`src/rtl/gpio_pkg.sv`:
```
// Shared definitions for the GPIO input capture block.
//   GPIO_WIDTH : number of header pins captured
//   byte_sel_t : selects one of the four displayed bytes (SW[9:8])
//   bit_sel_t  : selects the bit whose rising edges are counted (SW[4:0])
package gpio_pkg;

  localparam int unsigned GPIO_WIDTH = 32;

  typedef logic [1:0] byte_sel_t;
  typedef logic [4:0] bit_sel_t;

endpackage

```
`src/rtl/gpio_debounce.sv`:
```
// Single-pin synchronizer and debouncer.
//   CLOCK_50  : sole clock, rising edge
//   reset     : synchronous, active-high
//   tick      : shared sample strobe; shifts the synchronized pin into history
//   update    : strobe one cycle after tick; commits an agreeing history
//   gpio_pin  : raw asynchronous pin
//   debounced : filtered pin value
module gpio_debounce (
  input  logic CLOCK_50,
  input  logic reset,
  input  logic tick,
  input  logic update,
  input  logic gpio_pin,
  output logic debounced
);

  logic       sync1;
  logic       sync2;
  logic [2:0] hist;

  always_ff @(posedge CLOCK_50) begin
    if (reset) begin
      sync1     <= 1'b0;
      sync2     <= 1'b0;
      hist      <= '0;
      debounced <= 1'b0;
    end else begin
      sync1 <= gpio_pin;
      sync2 <= sync1;
      if (tick)
        hist <= {hist[1:0], sync2};
      // Only a unanimous 3-sample history moves the output; otherwise hold.
      if (update && ((hist == 3'b000) || (hist == 3'b111)))
        debounced <= hist[0];
    end
  end

endmodule

```
`src/rtl/gpio_in_capture.sv`:
```
// GPIO header input capture: per-pin sync + debounce, rise detection,
// sticky rise flags, a saturating edge counter and byte display on LEDR.
//   CLOCK_50   : sole clock, rising edge
//   reset      : synchronous, active-high
//   GPIO       : asynchronous header pins (input only)
//   SW         : [9:8] displayed byte, [4:0] counted bit, [7:5] unused
//   clear      : level; clears sticky flags and edge_count
//   LEDR       : [7:0] debounced byte, [8] OR of its sticky flags, [9] tick toggle
//   edge_count : saturating rising-edge count of the selected bit
module gpio_in_capture
  import gpio_pkg::*;
#(
  parameter int unsigned DEBOUNCE_TICKS = 50000
) (
  input  logic                  CLOCK_50,
  input  logic                  reset,
  input  logic [GPIO_WIDTH-1:0] GPIO,
  input  logic [9:0]            SW,
  input  logic                  clear,
  output logic [9:0]            LEDR,
  output logic [15:0]           edge_count
);

  localparam int unsigned CNT_W = (DEBOUNCE_TICKS > 1) ? $clog2(DEBOUNCE_TICKS) : 1;
  localparam logic [CNT_W-1:0] CNT_LAST = CNT_W'(DEBOUNCE_TICKS - 1);

  logic [CNT_W-1:0]      tick_cnt;
  logic                  tick;
  logic                  tick_d;
  logic                  led_toggle;
  logic [GPIO_WIDTH-1:0] debounced;
  logic [GPIO_WIDTH-1:0] deb_prev;
  logic [GPIO_WIDTH-1:0] rise;
  logic [GPIO_WIDTH-1:0] sticky;
  bit_sel_t              bit_sel_q;
  byte_sel_t             byte_sel;
  logic                  unused_sw;

  assign tick      = (tick_cnt == CNT_LAST);
  assign byte_sel  = SW[9:8];
  assign unused_sw = ^SW[7:5];

  always_ff @(posedge CLOCK_50) begin
    if (reset) begin
      tick_cnt   <= '0;
      tick_d     <= 1'b0;
      led_toggle <= 1'b0;
    end else begin
      tick_cnt <= tick ? '0 : tick_cnt + 1'b1;
      tick_d   <= tick;
      if (tick)
        led_toggle <= ~led_toggle;
    end
  end

  for (genvar i = 0; i < GPIO_WIDTH; i++) begin : g_bit
    gpio_debounce u_debounce (
      .CLOCK_50 (CLOCK_50),
      .reset    (reset),
      .tick     (tick),
      .update   (tick_d),
      .gpio_pin (GPIO[i]),
      .debounced(debounced[i])
    );
  end

  // deb_prev is zeroed with debounced, so no rise can appear right after reset.
  assign rise = debounced & ~deb_prev;

  always_ff @(posedge CLOCK_50) begin
    if (reset) begin
      deb_prev   <= '0;
      sticky     <= '0;
      bit_sel_q  <= '0;
      edge_count <= '0;
    end else begin
      deb_prev  <= debounced;
      sticky    <= clear ? '0 : (sticky | rise);
      bit_sel_q <= SW[4:0];
      if (clear)
        edge_count <= '0;
      else if (SW[4:0] != bit_sel_q)
        edge_count <= '0;
      else if (rise[bit_sel_q] && (edge_count != '1))
        edge_count <= edge_count + 16'd1;
    end
  end

  always_comb begin
    LEDR      = '0;
    LEDR[7:0] = debounced[{byte_sel, 3'b000} +: 8];
    LEDR[8]   = |sticky[{byte_sel, 3'b000} +: 8];
    LEDR[9]   = led_toggle;
  end

endmodule

```
`config.mk`:
```
export PLATFORM = sky130hd
export DESIGN_NAME = gpio_in_capture
export DESIGN_NICKNAME = d
export VERILOG_FILES = /design/src/rtl/gpio_pkg.sv /design/src/rtl/gpio_debounce.sv /design/src/rtl/gpio_in_capture.sv
export SDC_FILE = /design/constraint.sdc
export NUM_CORES = 1
export LEC_CHECK = 0
export ABC_CLOCK_PERIOD_IN_PS = 4900
export CORE_AREA = 2 2 141 143
export DETAILED_ROUTE_END_ITERATION = 16
export DIE_AREA = 0 0 143 145
export PLACE_DENSITY = 0.86
export SYNTH_ARGS = -nofsm -noshare
export SYNTH_HDL_FRONTEND = slang
export SYNTH_HIERARCHICAL = 1
export SYNTH_SLANG_ARGS = --single-unit
```
`constraint.sdc`:
```
create_clock -name CLOCK_50 -period 4.9 [get_ports CLOCK_50]
set_input_delay 1.225 -clock CLOCK_50 [delete_from_list [all_inputs] [get_ports CLOCK_50]]
set_output_delay 1.225 -clock CLOCK_50 [all_outputs]
set_load 0.05 [all_outputs]
```
==> impl_metrics.json <==
{
  "p_comb_share_pct": 2.7,
  "max_freq_mhz": 236,
  "fin_tns_setup_ns": 0,
  "p_total_mw": 4.82,
  "critPathMaxFanout": 10,
  "die_h_um": 145,
  "reg2reg_to": "edge_count[12]$_SDFFE_PP0P_",
  "finalCritPeriodShare_pct": 86.6,
  "critical_path_class": "primary input to primary output",
  "clk_latency_ns": 0.55,
  "synth_flop_cell": "dfxtp_1",
  "die_w_um": 143,
  "grt_overflow": 0,
  "rsz0062_at_grt": "no",
  "root_buffer": "clkbuf_16",
  "hold_end": "g_bit[19].u_debounce/sync2$_SDFF_PP0_",
  "layout.nets": 1184,
  "max_cap_violations": 0,
  "cts_tree": "yes",
  "pwr_density_cell_nw_per_um2": 376,
  "holdCritPathClass": "register to register",
  "finalHoldViolCount": 0,
  "grt_pass1_wl_um": 35200,
  "end_kind": "primary output",
  "ant_nets": 0,
  "path_cells": "clkdlybuf4s50_1 > mux4_2 > buf_4",
  "drtIter0Drc": 590,
  "swShare_pct": 20.7,
  "finalMaxSlewViolations": 0,
  "cts_resized": 0,
  "cp.arrival_ns": 3.02,
  "numCtsBuffers": 29,
  "netlist_instances": 1055,
  "synth_warnings": 6,
  "synth_cell_types": 52,
  "slowest_stage": "clkdlybuf4s50_1",
  "synth_top_area_share_pct": 54.2,
  "worst-path-buf-inv": 2,
  "cts.sinks": 295,
  "synth.largest_area_cell": "dfxtp_1",
  "async_reset_ff_share_pct": 0,
  "ys_seq_area_share_pct": 54.2,
  "syn-num-nets": 1102,
  "netlist_top_cells_area": "dfxtp_1, mux2i_1, nor2b_1",
  "worst_pin_slew_ns": 0.890,
  "core_um2": 19200,
  "drive_gt1_share_pct": 7.17,
  "skew_ns": 0.00992,
  "p_seq_share_pct": 50.6,
  "p_leak_nw": 4.27,
  "hpwlAfterDp_um": 13000,
  "worstPathRequired_ns": 3.67,
  "via_per_inst": 5.60,
  "vias": 7974,
  "clkPwrFrac_pct": 46.7,
  "gp_congestion": 0.808,
  "wl_um": 21200,
  "track_usage_pct": 20.2,
  "timing.rr.start": "bit_sel_q[0]$_SDFF_PP0_",
  "postCtsSetupBuffers": 0,
  "firstDrtPassIters": 5,
  "slew_headroom_pct": 40.6,
  "io_pins": 71,
  "synth_edf_count": 0,
  "worst_setup_path_start_kind": "primary input",
  "portBuffers": 67,
  "cp_top_family": "buffers and inverters",
  "diodes": 0,
  "status": "finished clean",
  "grt_pass1_vias": 7519,
  "synth-seq-cells": 295,
  "power.switching_mw": 0.997,
  "wl_per_cell_um": 14.9,
  "min_from": "g_bit[19].u_debounce/sync1$_SDFF_PP0_",
  "rows": 51,
  "reg2reg_depth": 5,
  "p_int_mw": 3.83,
  "cts_buffer_depth": 3,
  "min_path_cells": 1,
  "die_area_um2": 20700,
  "fillers": 1440,
  "grt_max_degree": 94,
  "ctsHtreeMaxLevel": 1,
  "cpPeakStageDelay_ns": 0.94,
  "clk_pin_slew_worst_paths_ns": 0.06,
  "hold_buffers": 0,
  "antenna_found_initial": 0,
  "period_needed_ns": 4.25,
  "synth_area_um2": 10900,
  "ir_drop_mv": 0.316,
  "ff2ff_setup_slack_ns": 1.60,
  "drcViolationCount": 0,
  "areaGrowthSynthToFinish_pct": 17.6,
  "setup_viol": 0,
  "start_util_pct": 56.7,
  "syn_area_per_cell_um2": 10.3
}
stage by stage:
stage / utilization (%) / std cells / area, µm² / hold slack (ns) / setup slack, ns
5_1_grt: 66.7 / 1423 / 12800 / 0.449 / 0.599
3_5_place_dp: 61.6 / 1371 / 11800 / 0.427 / 0.642
3_3_place_gp: 61.6 / 1371 / 11800 / 0.416 / 0.657
6_report: 66.7 / 1423 / 12800 / 0.434 / 0.655
2_1_floorplan: - / 1055 / 10900 / 0.414 / 0.767
4_1_cts: 66.7 / 1423 / 12800 / 0.440 / 0.657
worst register-to-register path, delay by kind of cell, from the launching register on:
kind               cells  cell delay [ns]
muxes                  1             0.63
AOI/OAI and AO/OA      4             1.69
DFF                    1             0.84
cell usage in the layout, fill, tap and decap left out, types with 29 or more instances in the layout:
master             n
dfxtp_1          295
nor2_1           153
nor2b_1          107
mux2i_1          103
clkdlybuf4s50_1   57
nor4_1            44
inv_1             34
nor4b_1           34
a31oi_1           34
clkbuf_16         29
flip-flops by register name, indices dropped and copies added, names as in the netlist:
register,flops
g_bit.u_debounce/sync1,32
g_bit.u_debounce/sync2,32
tick_d,1
led_toggle,1
deb_prev,32
g_bit.u_debounce/hist,96
bit_sel_q,5
tick_cnt,16
g_bit.u_debounce/debounced,32
edge_count,16
sticky,32
cells by family after synthesis:
group / after synthesis / share of synthesized area [%]
simple gates: 459 / 23.3
mux: 115 / 12.0
buf+inv: 58 / 2.22
flops: 295 / 54.2
xor+xnor: 19 / 1.53
fa+ha+maj: 2 / 0.230
compound gates: 107 / 6.56
power by group through the flow:
stage / sequential, mW / clock, mW / combinational, mW
floorplan: 2.49 / 0 / 0.0669
global placement: 2.49 / 0 / 0.128
detailed placement: 2.50 / 0 / 0.130
CTS: 2.44 / 2.29 / 0.130
global route: 2.44 / 2.39 / 0.143
finish: 2.44 / 2.25 / 0.130
layer usage:
metal	GRT usage, %	routed length [µm]	vias to the layer above
met3	2.87	945	51
met2	33.3	9960	216
met1	26.9	9560	3802
li1	-	-	3905
met4	7.43	705	0
met5	0	0	-
Yosys cell counts (all sizes together) (16+ instances only):
cell type  number
nand2b         23
nand2          21
nor2          153
nor4           44
a21oi          22
a31oi          34
nand3          16
nor2b         107
inv            35
nor4b          34
mux2i         103
clkbuf         17
dfxtp         295
nor3           20
area by class of cell:
type                       instances  area (µm²)  area share (%)
tap                              265         332            2.59
clock buffer                      40         827            6.45
clock inverter                    12         156            1.22
inverter                          35         134            1.04
multi-input combinational        702        4750            37.0
timing repair buffer              74         714            5.57
sequential                       295        5910            46.1
worst max-delay path by stage:
stage	start	to	slack (ns)	cells past startpoint
CTS	SW[8]	LEDR[5]	0.66	3
global route	SW[8]	LEDR[5]	0.60	3
finish	SW[8]	LEDR[2]	0.65	3
global placement	SW[8]	LEDR[3]	0.66	3
detailed placement	SW[8]	LEDR[2]	0.64	3
floorplan	tick_cnt[0]$_SDFF_PP0_	g_bit[0].u_debounce/hist[0]$_SDFFE_PP0P_	0.77	6
Power figures use the tool's default switching activity.
